## src/rtl/bcd_countdown_source.sv

```systemverilog
// BCD countdown stimulus source: loads a BCD start value and presents each count down to zero
// under a valid/ready handshake, with a minimum STEP_CYCLES spacing between presented values.
module bcd_countdown_source #(
    parameter int DIGITS      = 2,
    parameter int STEP_CYCLES = 10
) (
    input  logic                clk,
    input  logic                rst_n,
    input  logic                start,
    input  logic [4*DIGITS-1:0] start_val,
    input  logic                abort,
    input  logic                ready,
    output logic                valid,
    output logic [3:0]          a_out,
    output logic                c_out,
    output logic [4*DIGITS-1:0] count,
    output logic                busy,
    output logic                done,
    output logic                bad_bcd
);

    localparam int CW = 4 * DIGITS;
    localparam int TW = (STEP_CYCLES > 1) ? $clog2(STEP_CYCLES) : 1;

    typedef enum logic [1:0] {IDLE, PRESENT, WAIT, DONE} state_t;

    state_t        state;
    logic [TW-1:0] timer;

    function automatic logic bcd_ok(input logic [CW-1:0] v);
        logic ok;
        ok = 1'b1;
        for (int i = 0; i < DIGITS; i++)
            if (v[4*i +: 4] > 4'd9) ok = 1'b0;
        return ok;
    endfunction

    // Ripple-borrow decrement; only applied to nonzero counts, so it never wraps.
    function automatic logic [CW-1:0] bcd_dec(input logic [CW-1:0] v);
        logic [CW-1:0] r;
        logic          borrow;
        r      = v;
        borrow = 1'b1;
        for (int i = 0; i < DIGITS; i++) begin
            if (borrow) begin
                if (v[4*i +: 4] == 4'd0) begin
                    r[4*i +: 4] = 4'd9;
                end else begin
                    r[4*i +: 4] = v[4*i +: 4] - 4'd1;
                    borrow      = 1'b0;
                end
            end
        end
        return r;
    endfunction

    assign a_out = count[3:0];
    assign c_out = (count[3:0] == 4'd0) && (|(count >> 4));

    always_ff @(posedge clk or negedge rst_n) begin
        if (!rst_n) begin
            state   <= IDLE;
            timer   <= '0;
            count   <= '0;
            valid   <= 1'b0;
            busy    <= 1'b0;
            done    <= 1'b0;
            bad_bcd <= 1'b0;
        end else if (abort) begin
            state <= IDLE;
            valid <= 1'b0;
            busy  <= 1'b0;
            done  <= 1'b0;
        end else begin
            case (state)
                IDLE: begin
                    done <= 1'b0;
                    if (start) begin
                        if (bcd_ok(start_val)) begin
                            count   <= start_val;
                            bad_bcd <= 1'b0;
                            valid   <= 1'b1;
                            busy    <= 1'b1;
                            state   <= PRESENT;
                        end else begin
                            bad_bcd <= 1'b1;
                        end
                    end
                end
                PRESENT: begin
                    if (valid && ready) begin
                        valid <= 1'b0;
                        if (count == '0) begin
                            done  <= 1'b1;
                            state <= DONE;
                        end else begin
                            count <= bcd_dec(count);
                            timer <= TW'(STEP_CYCLES - 1);
                            state <= WAIT;
                        end
                    end
                end
                WAIT: begin
                    // Handshake edge to next valid edge is STEP_CYCLES clocks.
                    if (timer == '0) begin
                        valid <= 1'b1;
                        state <= PRESENT;
                    end else begin
                        timer <= timer - 1'b1;
                    end
                end
                DONE: begin
                    done  <= 1'b0;
                    busy  <= 1'b0;
                    state <= IDLE;
                end
                default: state <= IDLE;
            endcase
        end
    end

endmodule

```

## config.mk

```make
export PLATFORM = sky130hd
export DESIGN_NAME = bcd_countdown_source
export DESIGN_NICKNAME = d
export VERILOG_FILES = /design/src/rtl/bcd_countdown_source.sv
export SDC_FILE = /design/constraint.sdc
export NUM_CORES = 1
export LEC_CHECK = 0
export BUFFER_PORTS_ARGS = -buffer_cell sky130_fd_sc_hd__buf_2
export CAP_MARGIN = 10
export CORE_UTILIZATION = 45
export CTS_CLUSTER_SIZE = 10
export DETAILED_ROUTE_END_ITERATION = 10
export GPL_ROUTABILITY_DRIVEN = 0
export HOLD_SLACK_MARGIN = 0.08
export PLACE_DENSITY = 0.78
export SETUP_SLACK_MARGIN = 0.15
export SYNTH_ARGS = -nofsm -noshare
export SYNTH_HDL_FRONTEND = slang
export SYNTH_SLANG_ARGS = --single-unit
export TNS_END_PERCENT = 50
```

## constraint.sdc

```tcl
create_clock -name clk -period 2.5 [get_ports clk]
set_input_delay 0.5 -clock clk [delete_from_list [all_inputs] [get_ports clk]]
set_output_delay 0.5 -clock clk [all_outputs]
set_load 0.01 [all_outputs]
```

==> run_results.csv, run 1 <==
group,metric,value,unit
setup_path,crit_chain,"inv_1 -> ha_1 -> and4bb_2 -> or4_4 -> or2_4 -> a211oi_2",
setup_path,r2r_cells,6,
floorplanning,die-area,0.00310,sq mm
setup_path,critPathLaunchType,"register",
floorplanning,core,0.00273,sq mm
cts,cts_hold_buffers,0,
worst_hold_path,min_path_type,"input port to async pin",
global_routing,grt-busiest-layer,"met2",
cts,clock_path_buffers,2,
global_routing,grt_max_degree,22,
power_and_ir_drop,peakVddDrop,0.644,mV
power_and_ir_drop,swShare,0.458,
place,dp_hpwl,2360,um
timing,setup_tns,0,ns
timing,worst_pin_slew,0.631,ns
power_and_ir_drop,internal-power,886,uW
cts,cts_sinks,18,
global_routing,first_global_vias,1162,
setup_path,slowest_delay,0.54,ns
timing,setup_violations,0,
floorplanning,die_h,55.7,um
synth,yosysTopAreaCell,"dfrtp_1",
detailed_routing,wl_per_cell,15.0,um
setup_path,end_kind,"register",
setup_path,cp_slowest_cell,"or4_4",
floorplanning,io_pins,30,
setup_path,r2r_start,"state[0]$_DFFE_PN0P_",
synth,yosysMostFrequentCell,"dfrtp_1",
timing,rsz0062_at_grt,"no",
synth,avgSynthCellArea,8.64,sq um
synth,synth_area_leaders,"dfrtp_1 (35%), ha_1 (5.8%), a21oi_1 (4.6%)",
global_routing,use_met3,0.0326,
cells_and_area,drive_gt1_frac,0.295,
timing,skew,0.00536,ns
cells_and_area,utilization,0.542,
setup_path,path_buf_inv,1,
floorplanning,die_x,55.7,um
floorplanning,rows,19,
cts,cts_resized,0,
power_and_ir_drop,cellLeakagePower,0.000648,uW
global_routing,grt_first_pass_wirelength,5170,um
synth,synth_seq_area_share,0.347,
synth,synth-edff-count,0,
setup_path,critPathKind,"register to register",
detailed_routing,vias_per_cell,6.05,
synth,yosysWarningCount,0,
power_and_ir_drop,p_clk_frac,0.115,
synth,yosys.area.top_type_share,0.347,
global_routing,gr-usage-met2,0.367,
power_and_ir_drop,switchingPower,749,uW
floorplanning,initial_core_util,0.474,
setup_path,rrSetupSlack,0.32,ns
global_routing,met1_usage,0.260,
power_and_ir_drop,seq_power_share,0.353,
timing,slew_headroom,0.576,
cells_and_area,antennaDiodeCount,0,
cts,htreeDepth,1,
synth,postSynthCellCount,150,
timing,period_needed,2.18,ns
setup_path,critPathArrivalTime,2.42,ns
detailed_routing,num_vias,1252,
flow_run,cap_violations,0,
synth,yosysUniqueCellTypes,46,
place,place_area,0.00145,sq mm
cts,clk_latency,0.31,ns
synth,synth-main-ff-cell,"dfrtp_1",
cts,cts-root-buf,"clkbuf_4",
synth,synth_seq_cells,18,
detailed_routing,drt_iter0_drc,45,
timing,fmax,458,MHz
timing,final_hold_viol_count,0,
cts,cts_made_buffers,3,
cells_and_area,final_cell_area,0.00148,sq mm
status,outcome,"completed",
setup_path,cp_data_required_time,2.73,ns
cts,post_cts_buffers,0,
detailed_routing,ant_nets,0,
timing,maxSlewViolCount,0,
setup_path,cpLargestDelayFamily,"simple AND/OR/NAND/NOR gates",
synth,async_reset_ff_frac,1.00,
power_and_ir_drop,power.density,1100,mW/mm^2
global_routing,grt_antenna_before_repair,0,
cells_and_area,finalNetCount,196,
place,port-buffer-count,29,
global_routing,grt-ovfl-total,0,
global_routing,grt_usage,0.214,
setup_path,r2r_end,"timer[3]$_DFFE_PN0P_",
cts,cts_tree,"yes",
timing,fin_crit_sh,0.873,
detailed_routing,drc,0,
detailed_routing,dr.pass1.iters,4,
setup_path,cp_max_fo,11,
power_and_ir_drop,pwr-share-comb,0.532,
detailed_routing,routed_wl,3100,um
synth,syn_nets,169,
cts,clk_pin_slew,0.11,ns
synth,synthTopCellsByCount,"dfrtp_1 (18), nand2_1 (13), a21oi_1 (12)",
cells_and_area,syn2layout_area_growth,14.3,%
synth,synth_area,0.00130,sq mm
cells in the final DEF (no fill, tap or decap), drive strengths merged, types with 3 or more instances in the layout:
cell / synthesis / layout
a21o: 4 / 4
a21oi: 12 / 12
a31oi: 3 / 3
buf: 5 / 31
clkbuf: 4 / 4
dfrtp: 18 / 18
ha: 6 / 6
inv: 11 / 11
nand2: 13 / 13
nand3: 3 / 3
nor2: 8 / 8
nor3: 6 / 6
nor4: 5 / 5
o211ai: 6 / 6
o21ai: 8 / 8
or2: 5 / 5
or4: 3 / 3
sequential cells by signal (all words and copies together) (netlist names):
signal and count:
count 8, timer 4, state 2, bad_bcd 1, busy 1, done 1
valid 1
metal layers:
layer  routed length (um)  vias up
met5                    0        -
met4                   67        0
met3                  134        7
met2                 1530       37
met1                 1370      595
li1                     -      613
kinds of logic (layout without fill, tap and decap cells):
family / count (synthesis) / after routing / share of synthesized area
buf+inv: 20 / 46 / 0.0705
flops: 18 / 18 / 0.347
fa+ha+maj: 6 / 6 / 0.0579
compound gates: 50 / 50 / 0.273
simple gates: 55 / 55 / 0.242
mux: 1 / 1 / 0.00869
area by class of cell:
| type | instances | area, sq um |
|---|---|---|
| sequential | 18 | 450 |
| clock buffer | 4 | 36.3 |
| timing repair buffer | 31 | 160 |
| multi-input combinational | 112 | 754 |
| fill | 252 | 1250 |
| tap | 31 | 38.8 |
| inverter | 11 | 41.3 |
power by group through the flow:
stage	combinational (uW)	sequential, uW	clock (uW)
4_1_cts	872	574	195
6_report	870	577	188
3_3_place_gp	848	566	0
2_1_floorplan	611	589	0
3_5_place_dp	869	580	0
5_1_grt	962	598	203
stage by stage:
stage | setup slack [ns] | power (uW) | hold WS, ns | std cells
global route | 0.218 | 1760 | 0.139 | 207
detailed placement | 0.340 | 1450 | 0.469 | 203
floorplan | 0.606 | 1200 | 0.204 | 150
finish | 0.317 | 1640 | 0.112 | 207
CTS | 0.320 | 1640 | 0.125 | 207
global placement | 0.434 | 1410 | 0.467 | 203
worst max path at each step:
stage | cells past startpoint | end | start
floorplan | 6 | timer[3]$_DFFE_PN0P_ | state[0]$_DFFE_PN0P_
global placement | 6 | timer[3]$_DFFE_PN0P_ | state[0]$_DFFE_PN0P_
detailed placement | 6 | timer[3]$_DFFE_PN0P_ | state[0]$_DFFE_PN0P_
CTS | 6 | timer[3]$_DFFE_PN0P_ | state[0]$_DFFE_PN0P_
global route | 7 | count[2]$_DFFE_PN0P_ | state[1]$_DFFE_PN0P_
finish | 6 | timer[3]$_DFFE_PN0P_ | state[0]$_DFFE_PN0P_
Power figures use the tool's default switching activity.
==> run 2, diff against run 1 <==
--- a/config.mk
+++ b/config.mk
@@ -5,14 +5,14 @@
 export SDC_FILE = /design/constraint.sdc
 export NUM_CORES = 1
 export LEC_CHECK = 0
-export BUFFER_PORTS_ARGS = -buffer_cell sky130_fd_sc_hd__buf_2
+export BUFFER_PORTS_ARGS = -buffer_cell sky130_fd_sc_hd__buf_4
 export CAP_MARGIN = 10
-export CORE_UTILIZATION = 45
+export CORE_UTILIZATION = 53
 export CTS_CLUSTER_SIZE = 10
 export DETAILED_ROUTE_END_ITERATION = 10
 export GPL_ROUTABILITY_DRIVEN = 0
 export HOLD_SLACK_MARGIN = 0.08
-export PLACE_DENSITY = 0.78
+export PLACE_DENSITY = 0.88
 export SETUP_SLACK_MARGIN = 0.15
 export SYNTH_ARGS = -nofsm -noshare
 export SYNTH_HDL_FRONTEND = slang
==> run 2 against run 1 <==
Non-clock buffer count rose by 1. Largest cell class unchanged. Design area rose by 5.3%. Critical path depth fell by 3. Clock skew rose by 0.0031 ns. Clock power barely moved. Die area fell by 15%. Global-route usage rose by 6.6 points.
==> run_results.csv, run 2 (same netlist as run 1, synthesis figures left out) <==
group,metric,value,unit
status,outcome,"completed",
cells_and_area,largest-register,"count",
setup_path,cpLargestDelayFamily,"simple AND/OR/NAND/NOR gates",
cells_and_area,drive_gt1_frac,0.294,
cts,post_cts_buffers,0,
timing,rsz0062_at_grt,"no",
cells_and_area,largest_reg_flops,8,
worst_hold_path,min_path_type,"input port to register",
setup_path,crit_chain,"nor4_2 -> nor2_1 -> buf_4",
cts,cts-root-buf,"clkbuf_4",
setup_path,cp-startpoint,"count[4]$_DFFE_PN0P_",
setup_path,r2r_end,"timer[3]$_DFFE_PN0P_",
cts,cts_sinks,18,
cells_and_area,syn2layout_area_growth,20.4,%
global_routing,grt_usage,0.280,
floorplanning,io_pins,30,
cts,htreeDepth,1,
setup_path,crit_end,"c_out",
cells_and_area,final_cell_area,0.00156,sq mm
cells_and_area,fillers,193,
cells_and_area,top_regs,"count: 8 flops, timer: 4 flops, state: 2 flops",
cts,cts_hold_buffers,1,
setup_path,slowest_delay,0.63,ns
cells_and_area,antennaDiodeCount,0,
cts,cts_made_buffers,3,
setup_path,path_buf_inv,1,
setup_path,cp_slowest_cell,"nor4_2",
cells_and_area,layout_commonest_cell,"buf_4",
cts,clk_latency,0.30,ns
timing,setup_violations,0,
cts,cts_tree,"yes",
detailed_routing,wl_per_cell,16.7,um
timing,fin_crit_sh,0.874,
floorplanning,rows,17,
setup_path,critPathKind,"register to output port",
setup_path,r2r_cells,6,
setup_path,critPathLaunchType,"register",
timing,slew_headroom,0.553,
setup_path,critPathArrivalTime,1.69,ns
cts,cts_resized,0,
power_and_ir_drop,cellLeakagePower,0.000675,uW
place,port-buffer-count,29,
place,place_area,0.00151,sq mm
setup_path,cp_data_required_time,2.00,ns
floorplanning,die-area,0.00265,sq mm
setup_path,r2r_start,"state[0]$_DFFE_PN0P_",
detailed_routing,drt_iter0_drc,34,
detailed_routing,routed_wl,3430,um
global_routing,grt_first_pass_wirelength,5420,um
cells_and_area,mostFrequentLayoutCells,"buf_4 (31), dfrtp_1 (18), nand2_1 (13), a21oi_1 (12), inv_1 (11)",
place,dp_hpwl,2610,um
setup_path,cp_max_fo,7,
cells_and_area,finalNetCount,197,
timing,period_needed,2.19,ns
flow_run,cap_violations,0,
power_and_ir_drop,power.density,1110,mW/mm^2
cts,clk_pin_slew,0.11,ns
setup_path,end_kind,"output port",
timing,maxSlewViolCount,0,
detailed_routing,ant_nets,0,
global_routing,grt-ovfl-total,0,
detailed_routing,vias_per_cell,6.37,
floorplanning,core,0.00225,sq mm
detailed_routing,drc,0,
detailed_routing,dr.pass1.iters,4,
setup_path,crit_cells,3,
power_and_ir_drop,peakVddDrop,0.690,mV
timing,fmax,458,MHz
global_routing,grt_antenna_before_repair,0,
timing,setup_tns,0,ns
floorplanning,die_x,51.5,um
timing,final_hold_viol_count,0,
detailed_routing,num_vias,1306,
cts,clock_path_buffers,2,
floorplanning,initial_core_util,0.575,
setup_path,rrSetupSlack,0.32,ns
global_routing,grt_max_degree,20,
timing,skew,0.00842,ns
floorplanning,die_h,51.5,um
global_routing,first_global_vias,1220,
timing,worst_pin_slew,0.664,ns
run 2: area by class of cell:
cell class	count	area (sq um)	area share
Inverter	11	41.3	0.0265
Tap cell	28	35.0	0.0225
Multi-Input combinational cell	112	754	0.484
Sequential cell	18	450	0.289
Clock buffer	4	36.3	0.0233
Timing Repair Buffer	32	243	0.156
run 2: stage by stage:
stage	cells	power (uW)	util	setup slack [ns]	hold WS [ns]
after floorplan	150	1200	-	0.606	0.204
after detailed placement	200	1540	0.671	0.341	0.386
after global placement	200	1480	0.671	0.438	0.384
final	205	1740	0.692	0.315	0.412
after CTS	205	1730	0.692	0.323	0.407
after global routing	205	1850	0.692	0.170	0.408
run 2: how the worst min path moves through the flow:
stage | slack [ns] | cells after the start | end | start
6_report | 0.41 | 2 | state[1]$_DFFE_PN0P_ | abort
5_1_grt | 0.41 | 2 | busy$_DFFE_PN0P_ | abort
4_1_cts | 0.41 | 2 | state[1]$_DFFE_PN0P_ | abort
3_5_place_dp | 0.39 | 1 | timer[0]$_DFFE_PN0P_ | rst_n
3_3_place_gp | 0.38 | 1 | timer[0]$_DFFE_PN0P_ | rst_n
2_1_floorplan | 0.20 | 0 | bad_bcd$_DFFE_PN0P_ | rst_n
run 2: worst reg2reg max path, delay by kind of cell, from the launching register on:
family | cells | cell delay (ns)
simple gates | 3 | 1.09
flops | 1 | 0.41
fa+ha+maj | 1 | 0.32
compound gates | 1 | 0.21
buf+inv | 1 | 0.09
run 2: layer usage:
metal / GRT usage / up-vias / part of all wire
met5: 0 / - / 0
met4: 0.104 / 0 / 0.022
met3: 0.0506 / 11 / 0.049
li1: - / 609 / -
met1: 0.308 / 631 / 0.39
met2: 0.524 / 55 / 0.53
run 2: power by group:
group	internal, uW	switching (uW)	leakage, uW
combinational	455	509	0.000437
sequential	410	176	0.000216
clock	88.8	96.5	0.0000210
total	954	781	0.000675
==> run 3, diff against run 2 <==
--- a/config.mk
+++ b/config.mk
@@ -7,7 +7,9 @@
 export LEC_CHECK = 0
 export BUFFER_PORTS_ARGS = -buffer_cell sky130_fd_sc_hd__buf_4
 export CAP_MARGIN = 10
+export CORE_MARGIN = 10
 export CORE_UTILIZATION = 53
+export CTS_BUF_LIST = sky130_fd_sc_hd__clkbuf_16
 export CTS_CLUSTER_SIZE = 10
 export DETAILED_ROUTE_END_ITERATION = 10
 export GPL_ROUTABILITY_DRIVEN = 0
==> run 3 against run 2 <==
Via count fell by 2.1%. Critical endpoint is now timer[1]$_DFFE_PN0P_. Die area rose by 82%. Clock skew fell by 0.0042 ns. Largest cell class unchanged. Largest power group unchanged. Design area rose by 2.1%.
==> run_results.csv, run 3 (same netlist as run 1, synthesis figures left out) <==
group,metric,value,unit
cells_and_area,syn2layout_area_growth,22.9,%
detailed_routing,drc,0,
power_and_ir_drop,cellLeakagePower,0.000688,uW
timing,fmax,451,MHz
place,port-buffer-count,29,
cts,cts-root-buf,"clkbuf_16",
floorplanning,initial_core_util,0.570,
timing,skew,0.00423,ns
floorplanning,rows,17,
cts,cts_made_buffers,3,
detailed_routing,drt_iter0_drc,90,
cells_and_area,drive_gt1_frac,0.290,
cts,cts_resized,0,
setup_path,critPathLaunchType,"register",
setup_path,cp_data_required_time,2.65,ns
timing,slew_headroom,0.545,
global_routing,first_global_vias,1313,
cells_and_area,top_regs,"count: 8 flops, timer: 4 flops, state: 2 flops",
cts,clock_path_buffers,2,
detailed_routing,num_vias,1278,
global_routing,grt_max_degree,19,
timing,rsz0062_at_grt,"no",
floorplanning,core,0.00228,sq mm
flow_run,cap_violations,0,
global_routing,grt_first_pass_wirelength,6050,um
global_routing,grt_antenna_before_repair,0,
setup_path,crit_chain,"inv_1 -> ha_1 -> and4bb_2 -> or4_4 -> or2_4 -> o21ai_0",
timing,period_needed,2.22,ns
detailed_routing,wl_per_cell,17.3,um
cts,clk_pin_slew,0.05,ns
timing,setup_tns,0,ns
setup_path,rrSetupSlack,0.28,ns
setup_path,cp_max_fo,11,
cts,cts_sinks,18,
setup_path,slowest_delay,0.55,ns
worst_hold_path,min_path_type,"input port to async pin",
cells_and_area,largest-register,"count",
floorplanning,die_x,69.5,um
setup_path,critPathArrivalTime,2.37,ns
setup_path,cp_slowest_cell,"or4_4",
timing,final_hold_viol_count,0,
setup_path,critPathKind,"register to register",
detailed_routing,ant_nets,0,
setup_path,end_kind,"register",
timing,fin_crit_sh,0.887,
power_and_ir_drop,power.density,1170,mW/mm^2
place,dp_hpwl,2720,um
cells_and_area,utilization,0.700,
cts,clk_latency,0.25,ns
cts,cts_hold_buffers,0,
global_routing,grt_usage,0.144,
timing,maxSlewViolCount,0,
cells_and_area,layout_commonest_cell,"buf_4",
power_and_ir_drop,peakVddDrop,0.649,mV
detailed_routing,routed_wl,3530,um
cells_and_area,antennaDiodeCount,0,
floorplanning,die-area,0.00482,sq mm
setup_path,r2r_end,"timer[1]$_DFFE_PN0P_",
detailed_routing,dr.pass1.iters,4,
global_routing,grt-ovfl-total,0,
cells_and_area,mostFrequentLayoutCells,"buf_4 (31), dfrtp_1 (18), nand2_1 (13), a21oi_1 (12), inv_1 (11)",
setup_path,cp-startpoint,"state[0]$_DFFE_PN0P_",
cts,cts_tree,"yes",
cells_and_area,finalNetCount,196,
cts,htreeDepth,1,
status,outcome,"completed",
setup_path,r2r_start,"state[0]$_DFFE_PN0P_",
detailed_routing,vias_per_cell,6.26,
cells_and_area,fillers,172,
floorplanning,io_pins,30,
setup_path,r2r_cells,6,
timing,worst_pin_slew,0.677,ns
timing,setup_violations,0,
cells_and_area,largest_reg_flops,8,
floorplanning,die_h,69.5,um
cts,post_cts_buffers,0,
[run 3: worst max-delay path by stage]
| stage | endpoint | slack (ns) | cells after the start |
|---|---|---|---|
| after floorplan | timer[3]$_DFFE_PN0P_ | 0.61 | 6 |
| after global placement | timer[3]$_DFFE_PN0P_ | 0.44 | 6 |
| after detailed placement | timer[1]$_DFFE_PN0P_ | 0.33 | 6 |
| after CTS | timer[1]$_DFFE_PN0P_ | 0.30 | 6 |
| after global routing | timer[3]$_DFFE_PN0P_ | 0.19 | 6 |
| final | timer[1]$_DFFE_PN0P_ | 0.28 | 6 |
[run 3: cell type report]
class / count / area [sq um] / area share
inverters: 11 / 41.3 / 0.0259
repair buffers: 31 / 233 / 0.146
multi-input cells: 112 / 754 / 0.474
clock buffers: 3 / 75.1 / 0.0471
flip-flops and latches: 18 / 450 / 0.283
clock inverters: 1 / 3.75 / 0.00236
well taps: 28 / 35.0 / 0.0220
[run 3: metrics by stage]
| step | hold slack (ns) | power [uW] | cells | setup slack (ns) | instance area, sq um |
|---|---|---|---|---|---|
| finish | 0.110 | 1870 | 204 | 0.282 | 1590 |
| global route | 0.123 | 2020 | 204 | 0.187 | 1590 |
| CTS | 0.120 | 1860 | 204 | 0.304 | 1590 |
| detailed placement | 0.386 | 1540 | 200 | 0.327 | 1510 |
| global placement | 0.387 | 1490 | 200 | 0.442 | 1510 |
| floorplan | 0.204 | 1200 | 150 | 0.606 | 1300 |
[run 3: layer usage]
layer  GRT usage  wire, um  vias up
li1            -         -      604
met1       0.161      1420      607
met2       0.249      1810       55
met3      0.0456       226       12
met4      0.0443        85        0
met5           0         0        -
[run 3: power breakdown]
group | internal [uW] | switching (uW)
combinational | 453 | 501
clock | 213 | 112
sequential | 412 | 176
[run 3: critical path, delay by kind of cell (launching register included)]
family / cells / cell delay, ns
AOI/OAI and AO/OA: 1 / 0.22
adders and majority gates: 1 / 0.32
buffers and inverters: 1 / 0.09
DFF: 1 / 0.39
and+or+nand+nor: 3 / 1.10
